<file path="src/rtl/dec_scan_ctrl_if.sv">
// Handshake bundle between a scan requester and the decoder scan controller.
// The master drives the scan requests; the slave returns decoder select/enable and status.
interface dec_scan_ctrl_if;
   logic       start;
   logic       stop;
   logic       mode;
   logic [3:0] mask;
   logic [1:0] A;
   logic       En;
   logic       busy;
   logic       done;
   logic       frame;

   modport master (
      output start, stop, mode, mask,
      input  A, En, busy, done, frame
   );

   modport slave (
      input  start, stop, mode, mask,
      output A, En, busy, done, frame
   );
endinterface

</file>
<file path="src/rtl/dec_scan_ctrl.sv">
// Scan controller for the 2-to-4 decoder: walks the enabled channels with a blank
// gap before each active window so two decoder lines are never high together.
module dec_scan_ctrl #(
   parameter int DWELL = 4,
   parameter int BLANK = 1
) (
   input logic           clk_i,
   input logic           rst_i,
   dec_scan_ctrl_if.slave bus
);

   localparam int MAXLEN = (DWELL > BLANK) ? DWELL : BLANK;
   localparam int CW     = (MAXLEN > 1) ? $clog2(MAXLEN) : 1;
   localparam logic [CW-1:0] DWELL_LAST = CW'(DWELL - 1);
   localparam logic [CW-1:0] BLANK_LAST = CW'(BLANK - 1);

   typedef enum logic [1:0] {
      StIdle,
      StBlank,
      StActive
   } scanState_e;

   scanState_e    state_q, state_d;
   logic [CW-1:0] cnt_q, cnt_d;
   logic [1:0]    a_q, a_d;
   logic          en_q, en_d;
   logic          busy_q, busy_d;
   logic          done_q, done_d;
   logic          frame_q, frame_d;
   logic [3:0]    maskLat_q, maskLat_d;
   logic          modeLat_q, modeLat_d;

   logic [1:0]    lowestIn;
   logic [1:0]    nextCh;
   logic          hasNext;

   function automatic logic [1:0] lowestSet(input logic [3:0] m);
      logic [1:0] r;
      r = 2'd0;
      for (int i = 3; i >= 0; i--) begin
         if (m[i]) r = 2'(i);
      end
      return r;
   endfunction

   // Smallest enabled channel strictly above the current one; flag clear means wrap.
   function automatic logic [2:0] nextAbove(input logic [3:0] m, input logic [1:0] cur);
      logic [2:0] r;
      r = 3'b000;
      for (int i = 3; i >= 0; i--) begin
         if (m[i] && (i > int'(cur))) r = {1'b1, 2'(i)};
      end
      return r;
   endfunction

   assign lowestIn          = lowestSet(bus.mask);
   assign {hasNext, nextCh} = nextAbove(maskLat_q, a_q);

   always_ff @(posedge clk_i) begin
      if (rst_i) begin
         state_q   <= StIdle;
         cnt_q     <= '0;
         a_q       <= 2'b00;
         en_q      <= 1'b0;
         busy_q    <= 1'b0;
         done_q    <= 1'b0;
         frame_q   <= 1'b0;
         maskLat_q <= 4'b0000;
         modeLat_q <= 1'b0;
      end else begin
         state_q   <= state_d;
         cnt_q     <= cnt_d;
         a_q       <= a_d;
         en_q      <= en_d;
         busy_q    <= busy_d;
         done_q    <= done_d;
         frame_q   <= frame_d;
         maskLat_q <= maskLat_d;
         modeLat_q <= modeLat_d;
      end
   end

   // A is only ever reloaded on the way into StBlank, which keeps En low across every change.
   always_comb begin
      state_d   = state_q;
      cnt_d     = cnt_q;
      a_d       = a_q;
      en_d      = en_q;
      busy_d    = busy_q;
      done_d    = 1'b0;
      frame_d   = 1'b0;
      maskLat_d = maskLat_q;
      modeLat_d = modeLat_q;

      if (bus.stop) begin
         state_d = StIdle;
         cnt_d   = '0;
         en_d    = 1'b0;
         busy_d  = 1'b0;
      end else begin
         unique case (state_q)
            StIdle: begin
               if (bus.start && (bus.mask != 4'b0000)) begin
                  maskLat_d = bus.mask;
                  modeLat_d = bus.mode;
                  a_d       = lowestIn;
                  state_d   = StBlank;
                  cnt_d     = '0;
                  en_d      = 1'b0;
                  busy_d    = 1'b1;
               end
            end
            StBlank: begin
               if (cnt_q == BLANK_LAST) begin
                  state_d = StActive;
                  cnt_d   = '0;
                  en_d    = 1'b1;
               end else begin
                  cnt_d = cnt_q + 1'b1;
               end
            end
            StActive: begin
               if (cnt_q == DWELL_LAST) begin
                  cnt_d = '0;
                  en_d  = 1'b0;
                  if (hasNext) begin
                     a_d     = nextCh;
                     state_d = StBlank;
                  end else if (modeLat_q) begin
                     done_d  = 1'b1;
                     busy_d  = 1'b0;
                     state_d = StIdle;
                  end else begin
                     frame_d   = 1'b1;
                     maskLat_d = bus.mask;
                     if (bus.mask != 4'b0000) begin
                        a_d     = lowestIn;
                        state_d = StBlank;
                     end else begin
                        busy_d  = 1'b0;
                        state_d = StIdle;
                     end
                  end
               end else begin
                  cnt_d = cnt_q + 1'b1;
               end
            end
            default: begin
               state_d = StIdle;
               cnt_d   = '0;
               en_d    = 1'b0;
               busy_d  = 1'b0;
            end
         endcase
      end
   end

   assign bus.A     = a_q;
   assign bus.En    = en_q;
   assign bus.busy  = busy_q;
   assign bus.done  = done_q;
   assign bus.frame = frame_q;

   aStableWhileEn: assert property (@(posedge clk_i) disable iff (rst_i)
      en_q |=> (!en_q || $stable(a_q)));

endmodule

</file>
<file path="src/flat_wrapper.sv">
// flat-port wrapper written by rule: the top's interface ports become plain ports
module dec_scan_ctrl_flat 
#(
   parameter int DWELL = 4,
   parameter int BLANK = 1
)
  (clk_i, rst_i, bus_start, bus_stop, bus_mode, bus_mask, bus_A, bus_En, bus_busy, bus_done, bus_frame);
  dec_scan_ctrl_if bus_i ();
  input logic clk_i;
  input logic rst_i;
  input wire logic [$bits(bus_i.start)-1:0] bus_start;
  input wire logic [$bits(bus_i.stop)-1:0] bus_stop;
  input wire logic [$bits(bus_i.mode)-1:0] bus_mode;
  input wire logic [$bits(bus_i.mask)-1:0] bus_mask;
  output wire logic [$bits(bus_i.A)-1:0] bus_A;
  output wire logic [$bits(bus_i.En)-1:0] bus_En;
  output wire logic [$bits(bus_i.busy)-1:0] bus_busy;
  output wire logic [$bits(bus_i.done)-1:0] bus_done;
  output wire logic [$bits(bus_i.frame)-1:0] bus_frame;
  assign bus_i.start = bus_start;
  assign bus_i.stop = bus_stop;
  assign bus_i.mode = bus_mode;
  assign bus_i.mask = bus_mask;
  assign bus_A = bus_i.A;
  assign bus_En = bus_i.En;
  assign bus_busy = bus_i.busy;
  assign bus_done = bus_i.done;
  assign bus_frame = bus_i.frame;
  dec_scan_ctrl #(.DWELL(DWELL), .BLANK(BLANK)) u_core (.clk_i(clk_i), .rst_i(rst_i), .bus(bus_i));
endmodule
</file>
<file path="config.mk">
export PLATFORM = sky130hd
export DESIGN_NAME = dec_scan_ctrl_flat
export DESIGN_NICKNAME = d
export VERILOG_FILES = /design/src/rtl/dec_scan_ctrl_if.sv /design/src/rtl/dec_scan_ctrl.sv /design/src/flat_wrapper.sv
export SDC_FILE = /design/constraint.sdc
export NUM_CORES = 1
export LEC_CHECK = 0
export ABC_AREA = 1
export ABC_CLOCK_PERIOD_IN_PS = 1300
export CELL_PAD_IN_SITES_DETAIL_PLACEMENT = 1
export CELL_PAD_IN_SITES_GLOBAL_PLACEMENT = 1
export CORE_MARGIN = 4
export CORE_UTILIZATION = 32
export CTS_CLUSTER_SIZE = 30
export DETAILED_ROUTE_END_ITERATION = 8
export PLACE_DENSITY_LB_ADDON = 0.1
export SYNTH_ARGS = -nofsm -noshare
export SYNTH_HDL_FRONTEND = slang
export SYNTH_SLANG_ARGS = --single-unit
</file>
<file path="constraint.sdc">
create_clock -name clk_i -period 1.3 [get_ports clk_i]
set_input_delay 0.26 -clock clk_i [delete_from_list [all_inputs] [get_ports clk_i]]
set_output_delay 0.26 -clock clk_i [all_outputs]
set_load 0.05 [all_outputs]
</file>
* After elaboration in Yosys (flattened, before gate mapping) *
Index checks and enable logic that the tools add are counted.

word-level totals
  output and inout bits = 6
  register bits = 15
  word-level logic and storage cells = 84
  input bits = 9

operators by class
  $add $sub $neg = 1
  equality and inequality tests = 11
  bitwise gates (word level) = 4
  multiplexer cells = 41
  reduce and logical (&&, ||, !) cells = 15
  magnitude comparators = 3

operators by type and width
  kind                   count
  $mux W2                17
  $mux W4                4
  $pmux W2 S3            2
  $reduce_and A6 Y1      2
  $mux W1                11
  $mux W3                3
  $pmux W4 S2            1
  $ne A2 B1 Y1 const B   3
  $pmux W1 S3            2
  $reduce_and A3 Y1      2
  $reduce_and A5 Y1      1
  $reduce_or A5 Y1       1
  $eq A2 B2 Y1 const B   2
  $gt A2 B2 Y1 const A   2
  $logic_and A1 B1 Y1    4
  $logic_not A2 Y1       2
  $ne A2 B2 Y1 const B   2
  $not A1 Y1             4
  $pmux W2 S2            1
  $reduce_bool A4 Y1     1
  $ne A3 B1 Y1 const B   1
  $ne A3 B2 Y1 const B   1
  $ne A3 B3 Y1 const B   1
  $add A2 B1 Y2 const B  1
  other kinds (4)        4

* Longest topological paths before layout *
  word-level depth = 9
  depth in mapped cells = 10

* Least setup slack after synthesis *
No wires, ideal clock.

  path type = register -> register
  start = register, netlist name u_core.bus.En
  end = register u_core.maskLat_q[1]
  slack = -0.371 ns
  setup time = 0.113 ns
  path buffers = 0
  cell stages (with the launch flop) = 11
  required time = 1.187 ns
  arrival time = 1.558 ns
  clock period less this slack = 1.671 ns
  cells stage by stage = dfxtp_1 inv_1 ha_1 inv_1 nand2_2 nand3_2 clkinv_1 nand2_1 a21oi_2 nor2_1 nor2_1

RTL lines
  what                  RTL line             RTL
  to (signal assigned)  dec_scan_ctrl.sv:78  maskLat_q <= maskLat_d;
  to (decl)             dec_scan_ctrl.sv:30  logic [3:0] maskLat_q, maskLat_d;

==> out/metrics.cfg <==
[clocking]
postCtsHoldBufs=0
ctsLongestPathBuffers=2
clkTransAtPathRegs_ps=80
cts_buffers=3
cts.sink_count=13
clock-root-buffer=clkbuf_4
htree_levels=1
clk_latency_ps=280
cts_tree=yes

[synthesis]
yosysTopAreaCellShare_pct=31.0
synthTopCellsByArea=dfxtp_1 (31%), nand2_1 (15%), ha_1 (10%), inv_1 (8.5%), nor2_1 (8.0%)
synth_edf_count=0
netlist_instances=130
synthTopCellsByCount=nand2_1 (34), inv_1 (19), nor2_1 (18), dfxtp_1 (13), nand3_1 (9)
yosysSeqAreaShare_pct=31.0
post-synth-top-count-cell=nand2_1
syn_nets=146
synthFlopType=dfxtp_1
ys_async_sr_fraction_pct=0
synthesis.area_um2=840
postSynthAreaPerCell_um2=6.46
ys_seq_elements=13
yosysWarningCount=0
synth.distinct_cells=19
synth_largest_area_cell=dfxtp_1

[placed_design]
dp_hpwl_mm=2.01
io_buffers=14
placed_cell_area_um2=1280
gp_congestion=0.728

[routing]
route.detailed.drc=0
drt_pass1_iterations=3
wl_per_cell_um=12.6
routed_wl_mm=2.52
drt_iter0_drc=18
dr_total_vias=929
ant_nets=0
via_per_inst=4.65

[power_and_ir_drop]
powerDensity_nw_per_um2=885
finalPower_w=0.00123
ir_worst_vdd_uv=554
p_leak_nw=0.645

[finish]
multi_input_area_um2=594
area_delta_synth_final_pct=65.4
area.sequential_um2=273
fin_area_um2=1390
fillerInstances=324
nNetsFinal=187
antenna_cells=0
layout-drive-gt1-share_pct=39.4

[critical_path]
crit_type=flop to flop
path_delay_family=simple AND/OR/NAND/NOR gates
worst_setup_path_start_kind=flop
crit_required_ps=1490
max_stage_delay_ps=370
cp_data_arrival_time_ps=1530
cp_max_fo=5
path_buf_inv=2
slowest_stage=dfxtp_4
worstPathCellList=inv_4 -> ha_4 -> inv_2 -> nand2_2 -> nand3_4 -> a21oi_4 -> nand2_2 -> nor2_1 -> nor2_1
critPathCaptureType=flop

[hold_path]
hp-class=flop to flop

[die]
chipHeight_um=59.2
core_um2=2500
start_util_pct=33.6
dieArea_um2=3510
pin_count=15
die_x_um=59.2
rows=18

[run_status]
status=finished, violations left
violations=negative setup slack

[global_routing]
grt_usage_pct=16.5
grt-ovfl-total=0
grt_pass1_vias=994
grt_antenna_before_repair=0
grt_max_degree=10
grt_pass1_wl_mm=4.24

[run]
cap_violations=0

[sta]
max_freq_ghz=0.746
rsz0062_at_grt=true
setup_slack_ps=-39.8
skew_ps=1.08
tightest_slew_ps=225
post-route-min-period_ps=1340
min_period_over_period_pct=103
setup_viol=4
drv_slew=0
finalHoldViolations=0
relSlewSlack_pct=84.9

logic make-up after synthesis:
kind of cell | after synthesis | share of synthesized area (%)
buffers and inverters | 21 | 9.54
flip-flops | 13 | 31.0
adder cells (fa/ha/maj) | 7 | 10.4
AND/OR/NAND/NOR | 72 | 37.4
AO/OA/AOI/OAI | 17 | 11.6
per-layer routing:
| layer | GRT usage [%] | share of wire [%] | vias up |
|---|---|---|---|
| met5 | 0 | 0 | - |
| met4 | 11.3 | 3.1 | 0 |
| met3 | 2.83 | 4.1 | 7 |
| met2 | 25.1 | 44 | 18 |
| met1 | 20.9 | 49 | 412 |
| li1 | - | - | 492 |
state kept, by name, summed over array words and instances, names as in the netlist:
| name | cells |
|---|---|
| u_core.maskLat_q | 3 |
| u_core.bus.A | 2 |
| u_core.cnt_q | 2 |
| u_core.bus.En | 1 |
| u_core.bus.busy | 1 |
| u_core.bus.done | 1 |
| u_core.bus.frame | 1 |
| u_core.modeLat_q | 1 |
| u_core.state_q | 1 |
through the flow:
step	util (%)	setup TNS [ps]	worst slack, ps	instances	hold slack (ps)
2_1_floorplan	-	0	7.92	130	318
3_3_place_gp	51.1	-2450	-255	194	417
3_5_place_dp	51.1	-3330	-348	194	422
4_1_cts	53.8	-39.8	-26.1	199	446
5_1_grt	55.6	-792	-143	200	481
6_report	55.6	-89.0	-39.8	200	447
placed cells by master (no fill, tap or decap), types with 2 or more instances in the layout:
cell type | netlist | layout
a21oi_2 | 2 | 3
dfxtp_1 | 13 | 7
inv_2 | 0 | 3
ha_1 | 7 | 4
dlymetal6s2s_1 | 0 | 2
nand3_2 | 1 | 3
inv_1 | 19 | 14
nor2_2 | 1 | 3
ha_4 | 0 | 2
inv_4 | 0 | 2
nand2_1 | 34 | 30
clkdlybuf4s50_1 | 0 | 6
buf_4 | 0 | 23
o21ai_1 | 0 | 2
nor2_1 | 18 | 16
nand3_1 | 9 | 6
buf_12 | 0 | 6
nand2_2 | 4 | 7
dfxtp_4 | 0 | 2
clkbuf_4 | 0 | 3
a21oi_1 | 6 | 4
dfxtp_2 | 0 | 4
o21ai_0 | 7 | 4
nand4_1 | 2 | 2
timing repair:
action | in CTS | in global routing
gates resized for setup | 13 | 14
setup endpoints to repair | 10 | 12
cloned | 0 | 0
buffers inserted | 1 | 1
pin swaps | 5 | 5
layout make-up:
cell class,count,area share (%)
multi-input combinational,96,42.8
tap,30,2.70
clock buffer,4,1.89
inverter,20,5.77
timing repair buffer,37,27.2
sequential,13,19.6
path summary, 6_finish.rpt:
check	depth (start not counted)	from	slack (ps)	endpoint
setup / recovery	9	u_core.bus.En	-40	u_core.bus.A[0]
hold / removal	1	u_core.modeLat_q	450	u_core.bus.frame
setup reg to reg	9	u_core.bus.En	-40	u_core.bus.A[0]
hold reg to reg	1	u_core.modeLat_q	450	u_core.bus.frame
where the power goes:
part	switching (W)	internal (W)
Sequential	0.0000266	0.000431
Clock	0.000148	0.000119
Combinational	0.000275	0.000229
Total	0.000449	0.000780
(Power assumes the default switching activity.)
